$ cat src/rtl/accumulator.sv
// accumulator: unsigned modulo-2^ACC_W add/subtract accumulator, one-cycle latency.
module accumulator #(
    parameter int DATA_W = 8,
    parameter int ACC_W  = 16
) (
    input  logic              clk,
    input  logic              rst,
    input  logic              add_sub,
    input  logic [DATA_W-1:0] data_in,
    output logic [ACC_W-1:0]  acc
);
    logic [ACC_W-1:0] acc_d, acc_q, operand;
    always_comb begin
        operand = ACC_W'(data_in);
        acc_d   = add_sub ? acc_q - operand : acc_q + operand;
    end
    always_ff @(posedge clk) begin
        if (!rst) acc_q <= '0;
        else      acc_q <= acc_d;
    end
    assign acc = acc_q;
endmodule

$ cat config.mk
export PLATFORM = sky130hd
export DESIGN_NAME = accumulator
export DESIGN_NICKNAME = d
export VERILOG_FILES = /design/src/rtl/accumulator.sv
export SDC_FILE = /design/constraint.sdc
export NUM_CORES = 1
export LEC_CHECK = 0
export BUFFER_PORTS_ARGS = -buffer_cell sky130_fd_sc_hd__buf_2
export CORE_MARGIN = 5
export CORE_UTILIZATION = 40
export DETAILED_ROUTE_END_ITERATION = 16
export SLEW_MARGIN = 30
export SYNTH_ARGS = -nofsm -noshare
export SYNTH_HDL_FRONTEND = slang
export SYNTH_SLANG_ARGS = --single-unit
$ cat constraint.sdc
create_clock -name clk -period 3.5 [get_ports clk]
set_clock_uncertainty 0.15 [all_clocks]
set_input_delay 0.175 -clock clk [delete_from_list [all_inputs] [get_ports clk]]
set_output_delay 0.175 -clock clk [all_outputs]
set_load 0.02 [all_outputs]
* Word-level counts from Yosys, hierarchy flattened
Index checks and enable logic that the tools add are counted.
** Word-level totals
- Output and inout port bits :: 16
- Logic and storage cells :: 4
- Bits in registers :: 16
** Operators by class
- $add $sub $neg :: 2
- Multiplexer cells :: 1
** Operators by type and width (count)
- $add A16 B8 Y16 :: 1
- $mux W16 :: 1
- $sub A16 B8 Y16 :: 1

* Logic depth before layout (Yosys ltp)
- Depth after elaboration :: 2
- Gate-level depth with buffers :: 12

* Worst setup path after synthesis
No wires, ideal clock.
- Kind :: input port to flip-flop
- Start :: input port data_in[4]
- End :: register acc_q[14] (netlist: acc[14])
- Arrival time :: 2.699 ns
- Data required time :: 3.278 ns
- Library setup time :: 0.072 ns
- Cell stages on the path :: 12
- Path buffers :: 1
- Slack :: 0.580 ns
- Cells stage by stage :: nor3_1 -> and3_1 -> nor3b_1 -> ha_1 -> mux2i_1 -> ha_1 -> clkbuf_1 -> a21oi_1 -> o22ai_1 -> a311o_1 -> a31oi_1 -> mux2i_1
** Between the ends
- Longest elaborated chain between the ends :: 2
- Elaborated cells on any way between the ends :: 3
- Classes of those cells :: add/sub (2); mux (1)
** Ends and longest elaborated chain
- from (decl) :: RTL line 9 : input logic [DATA_W-1:0] data_in,
- $add A16 B8 Y16 / $sub A16 B8 Y16 (equally long branches) :: RTL line 15 : acc_d = add_sub ? acc_q - operand : acc_q + operand;
- $mux W16 * :: RTL line 15
- to (signal assigned) :: RTL line 18 : if (!rst) acc_q <= '0;
- to (signal assigned) :: RTL line 19 : else acc_q <= acc_d;
- to (decl) :: RTL line 12 : logic [ACC_W-1:0] acc_d, acc_q, operand;
Mark *: on every way between the ends. The rest lies on a longest branch, timed or not.
A chain may end at the register's enable or synchronous reset.

* Worst setup path after layout
Ends and elaborated chain as after synthesis.

==> metrics.txt <==
post-synthesis simple-gate area fraction 18.1%; CTS-repair resized insts 0; hold buffers post-CTS 0; CTS clk-pin slew, worst paths 0.10 ns; max_cap viols 0; Synth Area in XOR/XNOR 6.83%; grt ovf 0; CP max FO 8; NumNets Final about 230; P_sw 0.619 mW; Post-DP HPWL about 2.8 mm; htree depth 1; crit-path cells buf_2 -> nor3_1 -> and3_1 -> nor3b_1 -> ha_1 -> mux2i_1 -> ha_1 -> a21oi_1 -> o22ai_1 -> a311o_1 -> a31oi_1 -> mux2i_1; initial antenna violation count 0; Leak 0.799 nW; kind of critical path in -> reg; CTS buffer count 3; unrepaired setup endpoints after global routing no; Non-Filler Instances ~240; IO buf count 26; drt first pass iters 4; kind of end point of the critical path flop; # rows 21; final setup fails 0; total of warnings raised by yosys 0; number of setup buffers added after CTS 0; post-route ant nets 0; CP max stage delay 0.33 ns; Tmin final 2.82 ns; critical path's slowest cell a311o_1; top-area cell type share of the netlist area 22.7%; clock latency on the worst-skew pair 0.30 ns; fraction of layout cells with a size suffix above 1 18.9%; vias in the first global route 1302; FF+latch count, synth 16; Seq/Total Area, Yosys 22.7%; Core Area 0.00336 sq mm; final wirelength approximately 3.5 mm; maximum VDD drop 0.341 mV; Post-route DRC 0; WP buf/inv 1; pwr dens between 800 and 900 mW/mm^2; Cell variety after synth 38; first-pass GRT wire length between 5 and 6 mm; Final Hold Viols 0; Compound-Gate Fraction of Synth Area between 20 and 30%; Synthesized Nets 199; clock buffer depth 2; CTS Sinks 16; internal cell power 0.681 mW; Multi-input gate area 0.00104 sq mm; die area just under 0.005 sq mm; largest net degree at the start of global routing 16; drt wl/cell around 15 um; Via Count around 1400; Sequential Area 320 sq um; initial DRC count 64; mux cell area share after synthesis 4.97%; Initial Util 41.9%; Largest register FFs 16; largest cells by area after synthesis dfxtp_1, ha_1, mux2i_1; GPL Wtd Cong 0.844; flop2flop setup slack 1.04 ns; CP top delay family compound AO/OA/AOI/OAI gates; area grow syn2layout 15.0%; Via-to-Cell Ratio 5.58; status complete, no violations; largest family of logic cells by synthesized area compound AO/OA/AOI/OAI gates; Logic pwr share 66.9%; period utilization about four fifths; Clock power frac 10.0%; sw frac 47.6%; HP Class in -> reg; final setup TNS 0 ns; Total GRT Usage 15.1%; CP Launch Type input port; Mean Syn Cell Area roughly 8.3 sq um; Max Slew Vio Count 0; DP Cell Count 238; CP required roughly 3.6 ns; die height 69.4 um; adder-cell share of the synthesized area 16.5%; TritonCTS clock tree built; Worst-Margin Slew roughly 0.54 ns; n_diodes 0; Die Wd 69.4 um; Critical Path AT 2.90 ns; clock root cell clkbuf_4; Peak Freq 355 MHz; Reg power frac 23.1%; leading area contributor after synthesis dfxtp_1; # IOs 27; Slew HR approximately 64%; fill cell count 378; Netlist Area Pre-Place approximately 0.0014 sq mm; Gate Count Post-Synth between 150 and 200
-- metal layers --
| layer | global-route usage [%] | part of all wire [%] | up-vias |
|---|---|---|---|
| li1 | - | - | 681 |
| met1 | 19.5 | 46 | 634 |
| met3 | 3.33 | 5.1 | 4 |
| met4 | 4.99 | 1.3 | 0 |
| met2 | 24.8 | 47 | 32 |
| met5 | 0 | 0 | - |
-- layout make-up --
class	instances	area share (%)
Clock buffer	4	2.24
Inverter	9	2.08
Multi-Input combinational cell	140	63.9
Sequential cell	16	19.8
Tap cell	46	3.55
Timing Repair Buffer	27	8.49
-- cells in the mapped netlist, drive strengths merged --
| cell type | number |
|---|---|
| o2111a | 2 |
| and4 | 1 |
| a41o | 1 |
| o211ai | 4 |
| nor2 | 15 |
| a31o | 4 |
| a31oi | 3 |
| and2 | 3 |
| a21boi | 1 |
| a21oi | 13 |
| nand2b | 6 |
| xnor2 | 7 |
| or3 | 1 |
| dfxtp | 16 |
| nand2 | 8 |
| and3 | 3 |
| fa | 1 |
| clkbuf | 4 |
| mux2i | 7 |
| nor3 | 6 |
| a21bo | 1 |
| ha | 17 |
| o22ai | 1 |
| nor3b | 2 |
| nor4 | 2 |
| a21o | 5 |
| nand3 | 3 |
| a311oi | 4 |
| buf | 1 |
| o21ai | 5 |
| nor2b | 1 |
| o211a | 1 |
| inv | 9 |
| a311o | 1 |
| o31ai | 1 |
| xor2 | 4 |
| o21a | 6 |
-- final timing paths --
path                          start            endpoint  cells after the start
hold reg to reg   acc[0]$_SDFF_PN0_   acc[0]$_SDFF_PN0_                      3
setup / recovery         data_in[4]  acc[14]$_SDFF_PN0_                     12
setup reg to reg  acc[0]$_SDFF_PN0_  acc[12]$_SDFF_PN0_                      9
hold / removal           data_in[0]   acc[0]$_SDFF_PN0_                      3
-- power groups by stage --
| stage | logic [mW] | clock network (mW) | registers [mW] |
|---|---|---|---|
| after floorplan | 0.566 | 0 | 0.399 |
| after global placement | 0.851 | 0 | 0.304 |
| after detailed placement | 0.862 | 0 | 0.306 |
| after CTS | 0.869 | 0.135 | 0.302 |
| after global routing | 0.964 | 0.146 | 0.314 |
| final | 0.870 | 0.130 | 0.300 |
-- worst register-to-register path, cell delays in order (launching register included) --
cell	delay [ns]
dfxtp_1	0.32
inv_1	0.05
ha_1	0.16
inv_1	0.06
fa_1	0.39
a21o_1	0.23
a311oi_2	0.34
nor2_1	0.15
a311oi_1	0.34
mux2i_1	0.21
-- cells by family (layout without fill, tap and decap cells) --
group / Yosys count / count (layout)
AO/OA/AOI/OAI: 53 / 53
XOR/XNOR: 11 / 11
adder cells (fa/ha/maj): 18 / 18
buffers and inverters: 14 / 40
flip-flops: 16 / 16
multiplexers: 7 / 7
AND/OR/NAND/NOR: 51 / 51
-- layout by cell type, fill, tap and decap left out, types with 2 or more instances in the layout --
cell type | synthesis | final
a21o_1 | 5 | 5
a21oi_1 | 13 | 13
a311oi_1 | 3 | 3
a31o_2 | 4 | 4
a31oi_1 | 3 | 3
and2_1 | 3 | 3
and3_1 | 3 | 3
buf_2 | 1 | 26
clkbuf_4 | 0 | 3
dfxtp_1 | 16 | 16
ha_1 | 17 | 17
inv_1 | 9 | 9
mux2i_1 | 7 | 7
nand2_1 | 8 | 8
nand2b_1 | 6 | 6
nand3_1 | 3 | 3
nor2_1 | 15 | 15
nor3_1 | 6 | 6
nor3b_1 | 2 | 2
nor4_1 | 2 | 2
o2111a_1 | 2 | 2
o211ai_1 | 4 | 4
o21a_1 | 6 | 6
o21ai_0 | 5 | 5
xnor2_1 | 7 | 7
xor2_1 | 4 | 4
-- per-stage QoR --
step                      hold WS (ns)  power (mW)  area (sq um)  setup slack (ns)  utilization [%]
after floorplan                  0.177       0.964          1410             0.580                -
after global placement           0.347        1.15          1590             0.547             47.1
after detailed placement         0.352        1.17          1590             0.386             47.1
after CTS                       0.0301        1.31          1620             0.691             48.2
after global routing            0.0219        1.42          1620             0.443             48.2
final                           0.0326        1.30          1620             0.683             48.2
Note: power is estimated with default switching activity, not from simulation.
